<file path="config.mk">
export PLATFORM = sky130hd
export DESIGN_NAME = axis_i2c_arbiter
export DESIGN_NICKNAME = d
export VERILOG_FILES = /design/src/rtl/i2c_pkg.sv /design/src/rtl/axis_i2c_arbiter_rr.sv /design/src/rtl/axis_i2c_arbiter.sv
export SDC_FILE = /design/constraint.sdc
export NUM_CORES = 1
export LEC_CHECK = 0
export CAP_MARGIN = 20
export CORE_AREA = 4 4 122 124
export CTS_BUF_LIST = sky130_fd_sc_hd__clkbuf_8
export CTS_CLUSTER_SIZE = 14
export DETAILED_ROUTE_END_ITERATION = 7
export DIE_AREA = 0 0 126 128
export PLACE_DENSITY = 0.71
export SLEW_MARGIN = 10
export SYNTH_ARGS = -nofsm -noshare
export SYNTH_HDL_FRONTEND = slang
export SYNTH_SLANG_ARGS = --single-unit
</file>
<file path="constraint.sdc">
create_clock -name clk -period 6 [get_ports clk]
set_clock_uncertainty 0.15 [all_clocks]
set_input_delay 0.6 -clock clk [delete_from_list [all_inputs] [get_ports clk]]
set_output_delay 0.6 -clock clk [all_outputs]
set_load 0.02 [all_outputs]
</file>
<file path="src/rtl/i2c_pkg.sv">
// Shared definitions for the AXI-stream I2C command arbiter.
// Holds the arbiter state encoding and the default error word that is
// returned when a read is abandoned by the watchdog.
package i2c_pkg;

    typedef enum logic [1:0] {
        ST_IDLE    = 2'd0,
        ST_ISSUE   = 2'd1,
        ST_WAIT    = 2'd2,
        ST_DELIVER = 2'd3
    } arb_state_t;

    localparam logic [31:0] I2C_ERROR_VALUE = 32'hdeadbeef;

    // Width of an index into a vector of n entries, never narrower than 1 bit.
    function automatic int idx_bits(input int n);
        return (n > 1) ? $clog2(n) : 1;
    endfunction

endpackage

</file>
<file path="src/rtl/axis_i2c_arbiter_rr.sv">
// Round-robin requester selection for axis_i2c_arbiter.
// The search starts at the entry after last_grant and wraps, so the most
// recent owner is considered last. A single-entry instance is a wire.
module rr_arbiter #(
    parameter int N = 4,
    parameter int W = 2
) (
    input  logic [N-1:0] req,
    input  logic [W-1:0] last_grant,
    output logic [W-1:0] grant,
    output logic         any
);

    generate
        if (N == 1) begin : g_single
            logic unused_last;
            assign unused_last = ^last_grant;
            assign grant       = '0;
            assign any         = req[0];
        end else begin : g_rr
            // Walk from farthest to nearest so the nearest active request is the last write.
            always_comb begin
                int idx;
                grant = last_grant;
                any   = 1'b0;
                idx   = 0;
                for (int i = N; i >= 1; i--) begin
                    idx = int'(last_grant) + i;
                    if (idx >= N) begin
                        idx = idx - N;
                    end
                    if (req[idx]) begin
                        grant = W'(idx);
                        any   = 1'b1;
                    end
                end
            end
        end
    endgenerate

endmodule

</file>
<file path="src/rtl/axis_i2c_arbiter.sv">
// Arbitrates several AXI-stream style command requesters onto one I2C master.
// One transaction is outstanding at a time: grant, issue the command, optionally
// wait for the read response, then deliver it back to the owner.
// Optional build macro I2C_ARB_TIMEOUT_EN adds a response watchdog that returns
// ERROR_VALUE when the master never answers.
module axis_i2c_arbiter
    import i2c_pkg::*;
#(
    parameter int          REQ_COUNT     = 4,
    parameter int          BUS_BITS      = 1,
    parameter int          DATA_WR_BITS  = 2,
    parameter int          DATA_RD_BITS  = 2,
    parameter int          DATA_WR_COUNT = 4,
    parameter int          DATA_RD_COUNT = 4,
    parameter int          NOTIFY_ALL    = 0,
    parameter int          TIMEOUT_BITS  = 20,
    parameter logic [31:0] ERROR_VALUE   = I2C_ERROR_VALUE
) (
    input  logic                                      clk,
    input  logic                                      rst,
    input  logic [REQ_COUNT*BUS_BITS-1:0]             s_busno,
    input  logic [REQ_COUNT*(DATA_WR_BITS+1)-1:0]     s_wrlen,
    input  logic [REQ_COUNT*(DATA_RD_BITS+1)-1:0]     s_rdlen,
    input  logic [REQ_COUNT*7-1:0]                    s_addr,
    input  logic [REQ_COUNT*DATA_WR_COUNT*8-1:0]      s_data,
    input  logic [REQ_COUNT-1:0]                      s_valid,
    output logic [REQ_COUNT-1:0]                      s_ready,
    output logic [DATA_RD_COUNT*8-1:0]                m_rx_data,
    output logic [REQ_COUNT-1:0]                      m_rx_valid,
    input  logic [REQ_COUNT-1:0]                      m_rx_ready,
    output logic [BUS_BITS-1:0]                       c_busno,
    output logic [DATA_WR_BITS:0]                     c_wrlen,
    output logic [DATA_RD_BITS:0]                     c_rdlen,
    output logic [6:0]                                c_addr,
    output logic [DATA_WR_COUNT*8-1:0]                c_data,
    output logic                                      c_valid,
    input  logic                                      c_ready,
    input  logic [DATA_RD_COUNT*8-1:0]                r_data,
    input  logic                                      r_valid,
    output logic                                      r_ready,
    output logic                                      busy,
    output logic [idx_bits(REQ_COUNT)-1:0]            grant_id
);

    localparam int GW = idx_bits(REQ_COUNT);
    localparam int WL = DATA_WR_BITS + 1;
    localparam int RL = DATA_RD_BITS + 1;
    localparam int WD = DATA_WR_COUNT * 8;
    localparam int RD = DATA_RD_COUNT * 8;

    arb_state_t    state;
    arb_state_t    state_nxt;
    logic [GW-1:0] last_grant;
    logic [GW-1:0] win;
    logic          any_req;
    logic          need_rsp;
    logic          cmd_hs;
    logic          rsp_take;
    logic          dlv_hs;
    logic          wd_expired;
    logic          grant_now;

    rr_arbiter #(
        .N (REQ_COUNT),
        .W (GW)
    ) u_rr (
        .req        (s_valid),
        .last_grant (last_grant),
        .grant      (win),
        .any        (any_req)
    );

    assign grant_now = (state == ST_IDLE) && any_req;
    assign need_rsp  = (c_rdlen != '0) || (NOTIFY_ALL != 0);
    assign cmd_hs    = (state == ST_ISSUE) && c_ready;
    assign rsp_take  = (state == ST_WAIT) && r_valid;
    assign dlv_hs    = (state == ST_DELIVER) && m_rx_ready[grant_id];

`ifdef I2C_ARB_TIMEOUT_EN
    localparam logic [RD-1:0] ERR_FILL = RD'(ERROR_VALUE);
    logic [TIMEOUT_BITS-1:0]  watchdog;

    assign wd_expired = (state == ST_WAIT) && !r_valid && (&watchdog);

    // Watchdog counts response-wait cycles and is cleared in every other state.
    always_ff @(posedge clk) begin
        if (rst) begin
            watchdog <= '0;
        end else if (state == ST_WAIT) begin
            watchdog <= watchdog + 1'b1;
        end else begin
            watchdog <= '0;
        end
    end
`else
    logic [31:0] unused_cfg;
    assign unused_cfg = ERROR_VALUE ^ 32'(TIMEOUT_BITS);
    assign wd_expired = 1'b0;
`endif

    // Control state: FSM state, current owner and round-robin pointer.
    always_ff @(posedge clk) begin
        if (rst) begin
            state      <= ST_IDLE;
            last_grant <= GW'(REQ_COUNT - 1);
            grant_id   <= '0;
        end else begin
            state <= state_nxt;
            if (grant_now) begin
                grant_id <= win;
            end
            // The pointer advances only once the owner's transaction is fully done.
            if ((cmd_hs && !need_rsp) || dlv_hs) begin
                last_grant <= grant_id;
            end
        end
    end

    // Next-state decision for the single-outstanding transaction sequence.
    always_comb begin
        state_nxt = state;
        unique case (state)
            ST_IDLE:    if (any_req) state_nxt = ST_ISSUE;
            ST_ISSUE:   if (c_ready) state_nxt = need_rsp ? ST_WAIT : ST_IDLE;
            ST_WAIT:    if (r_valid || wd_expired) state_nxt = ST_DELIVER;
            ST_DELIVER: if (m_rx_ready[grant_id]) state_nxt = ST_IDLE;
            default:    state_nxt = ST_IDLE;
        endcase
    end

    // Handshake outputs decoded from the state; only the owner's bits ever rise.
    always_comb begin
        s_ready    = '0;
        m_rx_valid = '0;
        c_valid    = (state == ST_ISSUE);
        r_ready    = (state == ST_WAIT);
        busy       = (state != ST_IDLE);
        if (cmd_hs) begin
            s_ready[grant_id] = 1'b1;
        end
        if (state == ST_DELIVER) begin
            m_rx_valid[grant_id] = 1'b1;
        end
    end

    // Datapath capture: command snapshot at grant, response word in the wait state.
    always_ff @(posedge clk) begin
        if (grant_now) begin
            c_busno <= s_busno[win*BUS_BITS +: BUS_BITS];
            c_wrlen <= s_wrlen[win*WL +: WL];
            c_rdlen <= s_rdlen[win*RL +: RL];
            c_addr  <= s_addr[win*7 +: 7];
            c_data  <= s_data[win*WD +: WD];
        end
        if (rsp_take) begin
            m_rx_data <= r_data;
        end
`ifdef I2C_ARB_TIMEOUT_EN
        else if (wd_expired) begin
            m_rx_data <= ERR_FILL;
        end
`endif
    end

endmodule

</file>
Word level (Yosys, flattened, before mapping)
Index checks and enable logic that the tools add are counted.
{"block": "classes", "mul": 2, "shift": 5, "reduce_logical": 12, "add_sub_neg": 8, "n_lt_le_gt_ge": 10, "n_mux": 36, "n_eq_ne": 7}
{"operator": "greater-or-equal comparator 32 x 4 -> 1 bit, second input constant", "count": 4}
{"operator": "less-than comparator 32 x 4 -> 1 bit, second input constant", "count": 4}
{"operator": "two-way mux 32 bit", "count": 4}
{"operator": "variable part select 128 x 8 -> 32 bit", "count": 1}
{"operator": "subtractor 32 x 4 -> 32 bit, second input constant", "count": 4}
{"operator": "variable part select 28 x 6 -> 7 bit", "count": 1}
{"operator": "variable part select 12 x 5 -> 3 bit", "count": 2}
{"operator": "two-way mux 2 bit", "count": 9}
{"operator": "two-way mux 1 bit", "count": 14}
{"operator": "binary-select mux 1 bit (select 2 bit)", "count": 5}
{"operator": "two-way mux 4 bit", "count": 2}
{"operator": "case mux 2 bit (4 select lines)", "count": 1}
{"operator": "adder 2 x 2 -> 3 bit, second input constant", "count": 2}
{"operator": "logical AND 1 bit", "count": 6}
{"operator": "!= test 2 bit, second input constant", "count": 3}
{"operator": "multiplier 2 x 3 -> 5 bit, second input constant", "count": 1}
{"operator": "adder 2 x 3 -> 4 bit, second input constant", "count": 1}
{"operator": "== test 2 bit, second input constant", "count": 2}
{"operator": "multiplier 2 x 2 -> 4 bit, second input constant", "count": 1}
{"operator": "AND reduction 4 bit", "count": 1}
{"operator": "variable part select 4 x 3 -> 1 bit", "count": 1}
{"operator": "adder 2 x 1 -> 3 bit, second input constant", "count": 1}
{"operator": "less-than comparator 2 x 3 -> 1 bit, second input constant", "count": 1}
{"operator": "nonzero test 3 bit", "count": 1}
{"operator": "8 further kinds", "count": 8}
{"block": "totals", "regBits": 84, "out_inout_bits": 91}

Longest topological paths before layout
Gate-level depths: netlist (run 1).
{"block": "depth", "depth_word": 12, "depth_mapped": 6, "mapped_depth_nobuf": 4}

Hierarchy
Synthesis (run 1) repeated with hierarchy kept, for this count alone.
{"block": "unflattened", "cells_unflattened": 198, "hier_area_um2": 3920.0}
{"mod": "axis_i2c_arbiter", "cells_each": 184, "seq_area_each_um2": 2462.4, "area_per_inst_um2": 3837.4, "instances": 1}
{"mod": "rr_arbiter", "cells_each": 14, "seq_area_each_um2": 0.0, "area_per_inst_um2": 82.6, "instances": 1}

Worst setup path before layout (run 1)
No wires, ideal clock.
{"block": "synth_path", "kind": "register to register", "from": "register (tool-made name)", "to": "register c_addr[0] (enable)", "period_less_slack_ns": 3.467, "path_stages_with_launch": 4, "arrival_ns": 2.865, "path_slack_ns": 2.533, "path_buffers": 1, "cell_sequence": "dfxtp_1 clkbuf_1 or2_1 nor2_1"}
{"element": "end signal, assigned", "line": "axis_i2c_arbiter.sv:152", "text": "c_addr <= s_addr[win*7 +: 7];"}
{"element": "end, declared", "line": "axis_i2c_arbiter.sv:34", "text": "output logic [6:0] c_addr,"}

Final worst setup path (run 1)
{"block": "layout_path", "from": "input c_ready", "to": "output s_ready[3]"}
{"block": "layout_via", "elab_chain_len": 2}
{"element": "start, declared", "line": "axis_i2c_arbiter.sv:37", "text": "input logic c_ready,"}
{"element": "logical AND 1 bit", "line": "axis_i2c_arbiter.sv:75", "text": "assign cmd_hs = (state == ST_ISSUE) && c_ready;"}
{"element": "two-way mux 4 bit", "line": "axis_i2c_arbiter.sv:138", "text": "if (cmd_hs) begin"}
{"element": "end, declared", "line": "axis_i2c_arbiter.sv:27", "text": "output logic [REQ_COUNT-1:0] s_ready,"}
No other way between the ends.

==> flow_summary.ini, run 1 <==
[die]
row_count = 43
dieArea_sq_um = 16100
die_y_microns = 128
ios = 319
core_area_sq_um = 13800
start_util = 0.288
fp.dieW_microns = 126

[synth]
synthXorXnorAreaFrac = 0
netlist_area_sq_um = 3960
synth-compound-area-share = 0.0262
synth-simple-area-share = 0.0471
synth-main-ff-cell = edfxtp_1
synth_mux_area_frac = 0.275
synth_fp_nets = 427
synth-edff-count = 78
ys_ff_latch = 84
seq_area_frac_synth = 0.622
synth_top_family_by_area = multiplexers
yosys_warnings = 0
synthArstFlopShare = 0
postSynthAreaPerCell_sq_um = 19.9
synth_adder_area_share = 0
synth_top_area_frac = 0.591
yosysTopAreaCell = edfxtp_1
yosys-top-cells-area = edfxtp_1 59%, mux4_2 27%, dfxtp_1 3.0%
synthCells = 199
synth_cell_types = 31

[grt]
grt_remaining_overflow = 0
grt_pass1_vias = 3662
grt_pass1_wl_microns = 20500
grt_max_degree = 49
antenna_found_initial = 0
grt_usage = 0.167

[power]
finalPower_mw = 1.70
vdd_drop_max_mv = 0.138
p_leak_nw = 2.56
power.density_nw_per_um2 = 226

[clock_tree]
cts.repair.resized = 0
clkSinkCount = 84
cts-buffers-inserted = 9
clockRootBuffer = clkbuf_8
cts_tree = done
cts_setup_buffers = 0
holdBufCountCts = 0
clockBufferDepth = 2
clkTransAtPathRegs_ns = 0.10
insertion_delay_ns = 0.36
htree_levels = 3

[worst_setup_path]
crit_path_max_incr_delay_ns = 0.63
cp-end-kind = primary output
worstRegToRegCells = 5
critPathBufInv = 2
cp_data_arrival_time_ns = 2.25
critPathLaunchType = primary input
worst_ep_required_time_ns = 5.25
r2r_slack_ns = 3.32
timing.rr.end = c_data[25]
cpMaxStageDelayCell = clkdlybuf4s50_1
timing.rr.start = last_grant[0]
critical_path_class = primary input to primary output
cpMostUsedCell = clkdlybuf4s50_1
cp_max_fo = 3
cp_top_family = buffers and inverters
path_cells = clkdlybuf4s50_1 -> nor2b_1 -> nand2_1 -> nor2_1 -> clkdlybuf4s50_1

[hold_path]
hold_class = flip-flop to flip-flop
holdPathStages = 2
hold_path.startpoint = grant_id[0]
min_to = grant_id[0]

[sta]
hold_ws_ns = 0.462
clock.fmax_mhz = 333
slew_headroom = 0.385
worst_slew_pin_slew_ns = 0.923
drv_slew = 0
tns_ns = 0
hold_viol = 0
final.period_utilization = 0.500
setup_viol = 0
min_period_ns = 3.00
rsz0062_at_grt = no

[finish]
multiInputGateArea_sq_um = 1400
register_area_sq_um = 2460
fillCellCount = 1151
fin_nets = 748
final_cell_area_sq_um = 7500
final_layout_size_suffix_gt1_frac = 0.135
diodes = 0
syn2layout_area_growth_pct = 89.3

[placed_design]
hpwl_microns = 11400
portBuffers = 318
placed_area_sq_um = 7310
gp_congestion = 0.831

[routing]
via_per_inst = 4.64
first_iter_violations = 201
drc_errors = 0
drt_pass1_iterations = 4
drt_wl_total_microns = 13900
drtAntennaViolNets = 0
wire_per_inst_microns = 19.8
vias = 3268

[outcome]
status = complete, no violations

[flow_run]
maxCapViolCount = 0
## cells by family (layout without fill, tap and decap cells)
| group | count (synthesis) | after routing |
|---|---|---|
| AND/OR/NAND/NOR | 38 | 38 |
| AO/OA/AOI/OAI | 14 | 14 |
| flip-flops | 84 | 84 |
| multiplexers | 49 | 49 |
| buffers and inverters | 14 | 340 |
## where the power goes
| group | switching, mW | internal [mW] | total [mW] | leakage, nW |
|---|---|---|---|---|
| sequential | 0.0269 | 0.725 | 0.752 | 0.791 |
| combinational | 0.216 | 0.326 | 0.542 | 1.67 |
| clock | 0.240 | 0.163 | 0.403 | 0.0962 |
| total | 0.483 | 1.21 | 1.70 | 2.56 |
## metrics by stage
stage | util | setup slack (ns) | instances
CTS | 0.544 | 2.99 | 705
finish | 0.544 | 3.00 | 705
floorplan | - | 2.53 | 199
global route | 0.544 | 2.88 | 705
detailed placement | 0.531 | 2.61 | 689
global placement | 0.531 | 2.63 | 689
## worst register-to-register path: stages, from the launching register on
cell      delay [ns]
dfxtp_1         0.43
nand2b_1        0.16
a21oi_1         0.10
a211oi_4        0.20
buf_4           0.71
mux4_2          0.68
## metal layers
metal	up-vias	GRT usage	part of all wire
li1	1488	-	-
met4	0	0.0536	0.014
met1	1556	0.177	0.35
met2	212	0.309	0.54
met3	12	0.0613	0.10
met5	-	0	0
## cell usage after synthesis, types with 2 or more instances
master and count:
a211o_1 2, a21oi_1 3, buf_12 3, buf_2 4, clkbuf_1 3, dfxtp_1 6
edfxtp_1 78, inv_1 2, mux4_2 48, nand2_1 7, nand2b_1 7, nand3_1 2
nor2_1 11, nor2b_1 3, nor3_1 3, o21ai_0 2
## final cells by class
type,instances,share of cell area
clock buffers,9,0.0165
clock inverters,7,0.00901
inverters,2,0.00100
multi-input cells,101,0.187
flip-flops and latches,84,0.328
well taps,180,0.0300
repair buffers,322,0.428
## placed cells by master (no fill, tap or decap), types with 4 or more instances in the layout
cell             Yosys  routed
buf_4                1       4
nand2b_1             7       7
nor2_1              11      10
nand2_1              7       6
edfxtp_1            78      78
clkdlybuf4s50_1      0     318
clkbuf_8             0       9
dfxtp_1              6       6
mux4_2              48      48
## worst max-delay path by stage
stage	cells after the start	slack, ns	from	to
finish	5	3.00	c_ready	s_ready[3]
global route	6	2.88	s_valid[0]	c_data[25]
CTS	5	2.99	c_ready	s_ready[3]
detailed placement	6	2.61	s_valid[0]	c_data[8]
global placement	6	2.63	s_valid[0]	c_data[23]
floorplan	3	2.53	flip-flop	c_addr[0]
## registers in the layout, indices dropped and copies added, names as in the netlist, 2 cells and up, named ones only
register	count
c_addr	7
m_rx_data	32
last_grant	2
c_wrlen	3
c_data	32
c_rdlen	3
grant_id	2
No activity file was read; power rests on OpenSTA's default activity.
==> run 2: changes to the inputs <==
- CORE_AREA: 4 4 122 124 -> 4 4 123 125
- DIE_AREA: 0 0 126 128 -> 0 0 127 129
- PLACE_DENSITY: 0.71 -> 0.7
- clock period: 6 -> 3 ns (I/O delays scaled with it)
==> flow_summary.ini, run 2 (same netlist as run 1, synthesis figures left out) <==
[routing]
first_iter_violations = 207
drt_wl_total_microns = 14100
via_per_inst = 4.62
drtAntennaViolNets = 0
wire_per_inst_microns = 19.9
drt_pass1_iterations = 4
drc_errors = 0
vias = 3273

[hold_path]
hold_class = primary input to flip-flop
min_to = m_rx_data[9]
holdPathStages = 1
hold_path.startpoint = r_data[9]

[worst_setup_path]
worst_ep_required_time_ns = 2.55
critPathLaunchType = primary input
cpMaxStageDelayCell = clkdlybuf4s50_1
timing.rr.end = c_addr[4]
r2r_slack_ns = 0.74
critPathBufInv = 2
crit_path_max_incr_delay_ns = 0.62
path_cells = clkdlybuf4s50_1 -> nor2b_1 -> nand2_1 -> nor2_1 -> clkdlybuf4s50_1
worstRegToRegCells = 5
timing.rr.start = last_grant[0]
cp_top_family = buffers and inverters
cpMostUsedCell = clkdlybuf4s50_1
critical_path_class = primary input to primary output
cp_data_arrival_time_ns = 1.92
cp-end-kind = primary output
cp_max_fo = 3

[sta]
final.period_utilization = 0.790
clock.fmax_mhz = 422
worst_slew_pin_slew_ns = 0.409
setup_viol = 0
hold_viol = 0
slew_headroom = 0.727
min_period_ns = 2.37
tns_ns = 0
drv_slew = 0
rsz0062_at_grt = no

[power]
p_int_mw = 2.41
vdd_drop_max_mv = 0.186
swShare = 0.271
seqPwrFrac = 0.455
power_switching_mw = 0.892
p_leak_nw = 2.57
power.density_nw_per_um2 = 439
power_frac_clock = 0.211
pwr-share-comb = 0.334

[grt]
grt_max_degree = 33
grt_remaining_overflow = 0
antenna_found_initial = 0
grt_usage = 0.169
grt_pass1_vias = 3593
grt_pass1_wl_microns = 20800

[die]
row_count = 43
start_util = 0.285
dieArea_sq_um = 16400
ios = 319
core_area_sq_um = 13900
die_y_microns = 129
fp.dieW_microns = 127

[finish]
layout_common_cells = 318 x clkdlybuf4s50_1, 78 x edfxtp_1, 48 x mux4_2, 10 x nor2_1, 9 x clkbuf_8
reg_top3 = c_data: 32 flops, m_rx_data: 32 flops, c_addr: 7 flops
fin_nets = 752
diodes = 0
final_cells = 708
finish.utilization = 0.542
syn2layout_area_growth_pct = 89.8
final_layout_size_suffix_gt1_frac = 0.138
final_common_cell = clkdlybuf4s50_1

[clock_tree]
clockBufferDepth = 2
clkSinkCount = 84
cts-buffers-inserted = 9
cts_setup_buffers = 0
htree_levels = 3
insertion_delay_ns = 0.35
clkTransAtPathRegs_ns = 0.09
cts.repair.resized = 0
clockRootBuffer = clkbuf_8
holdBufCountCts = 0
cts_tree = done

[outcome]
status = complete, no violations

[placed_design]
hpwl_microns = 11800
gp_congestion = 0.837
dp.cells = 693
portBuffers = 318

[flow_run]
maxCapViolCount = 0
[run 2: cell types whose count changed in the layout (fill, tap and decap cells not counted), sizes merged]
cell,delta
buf,+4
clkinvlp,+1
clkinv,+2
inv,-4
[run 2: layout make-up]
type	instances	area (sq um)
Timing Repair Buffer	326	3270
Sequential cell	84	2460
Fill cell	1165	6360
Tap cell	180	225
Multi-Input combinational cell	101	1400
Inverter	2	7.51
Clock buffer	9	124
Clock inverter	6	33.8
[run 2: worst register-to-register path, stage by stage, from the launching register on]
cell and delay [ns]:
dfxtp_1 0.43, nand2b_1 0.16, a21oi_1 0.10, a211oi_4 0.34
buf_12 0.26, mux4_2 0.55
[run 2: worst max-delay path by stage]
stage,startpoint,endpoint,slack (ns),cells past startpoint
global route,flip-flop,s_ready[2],0.48,4
global placement,s_valid[0],c_data[3],0.40,6
finish,c_ready,s_ready[2],0.63,5
floorplan,flip-flop,c_addr[0],0.33,3
CTS,state[0],s_ready[0],0.59,3
detailed placement,s_valid[0],c_data[0],0.36,6
[run 2: metal layers]
metal,vias to the layer above,part of all wire,track usage
met5,-,0,0
met4,0,0.021,0.0650
met3,20,0.093,0.0527
met2,209,0.52,0.295
met1,1553,0.36,0.195
li1,1491,-,-
[run 2: power by group through the flow]
| stage | sequential (mW) | clock, mW | combinational [mW] |
|---|---|---|---|
| after floorplan | 1.67 | 0 | 0.358 |
| after global placement | 1.52 | 0 | 1.11 |
| after detailed placement | 1.53 | 0 | 1.12 |
| after CTS | 1.50 | 0.732 | 1.12 |
| after global routing | 1.52 | 0.787 | 1.17 |
| final | 1.50 | 0.696 | 1.10 |
[run 2: per-stage QoR]
step	hold WS [ns]	setup slack (ns)	power (mW)	instance area, sq um
2_1_floorplan	0.219	0.327	2.03	3960
3_3_place_gp	0.440	0.402	2.64	7360
6_report	0.346	0.629	3.30	7520
3_5_place_dp	0.454	0.360	2.65	7360
4_1_cts	0.317	0.593	3.36	7520
5_1_grt	0.318	0.481	3.47	7520
==> run 3: changes to the inputs <==
- clock period: 3 -> 2.2 ns (I/O delays scaled with it)
==> flow_summary.ini, run 3 (same netlist as run 1, synthesis figures left out) <==
[routing]
wire_per_inst_microns = 20.6
drt_pass1_iterations = 4
drt_wl_total_microns = 14900
first_iter_violations = 124
via_per_inst = 4.72
drtAntennaViolNets = 0
drc_errors = 0
vias = 3426

[sta]
rsz0062_at_grt = yes
setup_viol = 3
clock.fmax_mhz = 453
hold_ws_ns = 0.263
min_period_ns = 2.21
hold_viol = 0
worst_slew_pin_slew_ns = 0.352
slew_headroom = 0.765
final.period_utilization = 1.00
setup_ws_ns = -0.00850
drv_slew = 0

[clock_tree]
cts_setup_buffers = 0
htree_levels = 3
clockBufferDepth = 2
cts-buffers-inserted = 9
clkSinkCount = 84
cts_tree = done
insertion_delay_ns = 0.36
clockRootBuffer = clkbuf_8
clkTransAtPathRegs_ns = 0.09

[finish]
fin_nets = 770
diodes = 0
fillCellCount = 1143
multiInputGateArea_sq_um = 1430
register_area_sq_um = 2470
syn2layout_area_growth_pct = 99.1
final_common_cell = clkdlybuf4s50_1
layout_common_cells = 312 x clkdlybuf4s50_1, 78 x edfxtp_1, 48 x mux4_2, 14 x buf_4, 10 x nor2_1
final_layout_size_suffix_gt1_frac = 0.185
reg_top3 = c_data: 32 flops, m_rx_data: 32 flops, c_addr: 7 flops

[die]
start_util = 0.285
dieArea_sq_um = 16400
ios = 319
row_count = 43
fp.dieW_microns = 127
die_y_microns = 129
core_area_sq_um = 13900

[worst_setup_path]
critical_path_class = primary input to flip-flop
cp-end-kind = flip-flop
crit_path_max_incr_delay_ns = 0.50
r2r_slack_ns = 0.02
cp_data_arrival_time_ns = 2.16
timing.rr.end = c_addr[1]
timing.rr.start = last_grant[0]
worst_ep_required_time_ns = 2.15
critPathLaunchType = primary input
cpMaxStageDelayCell = mux4_2
cp_max_fo = 7
path_cells = clkdlybuf4s50_1 -> nand2b_1 -> a21oi_4 -> a211oi_4 -> buf_12 -> buf_4 -> mux4_2
worstRegToRegCells = 6

[power]
vdd_drop_max_mv = 0.283
power.density_nw_per_um2 = 619
power_frac_clock = 0.246
p_leak_nw = 2.81
p_int_mw = 3.62
swShare = 0.259
power_switching_mw = 1.26
seqPwrFrac = 0.419
pwr-share-comb = 0.335

[placed_design]
post-place-ws_ns = -0.290
portBuffers = 318
gp_congestion = 0.836
hpwl_microns = 12400

[outcome]
status = complete, but fails checks
violations = setup timing

[grt]
grt_usage = 0.173
grt_pass1_vias = 3838
grt_pass1_wl_microns = 21200
grt_remaining_overflow = 0
grt_max_degree = 33
antenna_found_initial = 1

[hold_path]
holdPathStages = 1
min_to = m_rx_data[27]
hold_path.startpoint = r_data[27]
hold_class = primary input to flip-flop

[flow_run]
maxCapViolCount = 0
-- run 3: changes by cell type in the layout (fill, tap and decap cells not counted), moves of 3 or more --
| cell | change |
|---|---|
| dfxtp_2 | +4 |
| dfxtp_1 | -4 |
| clkdlybuf4s50_1 | -6 |
| buf_12 | +4 |
| clkbuf_16 | +3 |
| buf_4 | +8 |
| nand2b_1 | -3 |
| nand2b_4 | +3 |
| dlymetal6s2s_1 | +4 |
-- run 3: area by class of cell --
class	count	share of cell area
inverter	2	0.000952
multi-input combinational	101	0.182
clock buffer	9	0.0157
tap	180	0.0285
clock inverter	6	0.0114
sequential	84	0.313
timing repair buffer	344	0.449
-- run 3: worst max-delay path by stage --
stage,from,to
final,s_valid[0],c_addr[1]
after global routing,last_grant[0],c_data[9]
after CTS,grant_id[0],s_ready[1]
after detailed placement,s_valid[2],c_data[27]
after global placement,s_valid[0],c_data[20]
after floorplan,flip-flop,c_addr[0]
-- run 3: power by group through the flow --
stage	Clock (mW)	Sequential, mW	Combinational (mW)
after CTS	1.24	2.05	1.61
final	1.20	2.05	1.63
after detailed placement	0	2.09	1.61
after global placement	0	2.08	1.58
after floorplan	0	2.28	0.490
after global routing	1.33	2.07	1.73
-- run 3: critical path: cells and delay by family --
kind	cells	cell delay (ns)
AOI/OAI and AO/OA	2	0.43
buffers and inverters	3	0.84
muxes	1	0.50
and+or+nand+nor	1	0.16
-- run 3: stage by stage --
step | setup TNS [ns] | total power, mW | std cells | instance area, sq um | util
final | -0.0153 | 4.88 | 726 | 7890 | 0.568
after global routing | -0.824 | 5.12 | 726 | 7890 | 0.568
after CTS | 0 | 4.90 | 723 | 7750 | 0.558
after detailed placement | -12.03 | 3.69 | 708 | 7540 | 0.543
after global placement | -10.14 | 3.66 | 708 | 7540 | 0.543
after floorplan | 0 | 2.77 | 199 | 3970 | -
-- run 3: metal layers --
metal | up-vias | share of wire | GRT usage
li1 | 1530 | - | -
met1 | 1666 | 0.33 | 0.176
met2 | 204 | 0.55 | 0.321
met3 | 24 | 0.10 | 0.0623
met4 | 2 | 0.021 | 0.0700
met5 | - | 0.00074 | 0
-- run 3: timing repair --
action | in CTS | in global routing
cloned | 0 | 3
setup endpoints to repair | 4 | 31
resized for setup | 3 | 15
hold buffers | 0 | 0
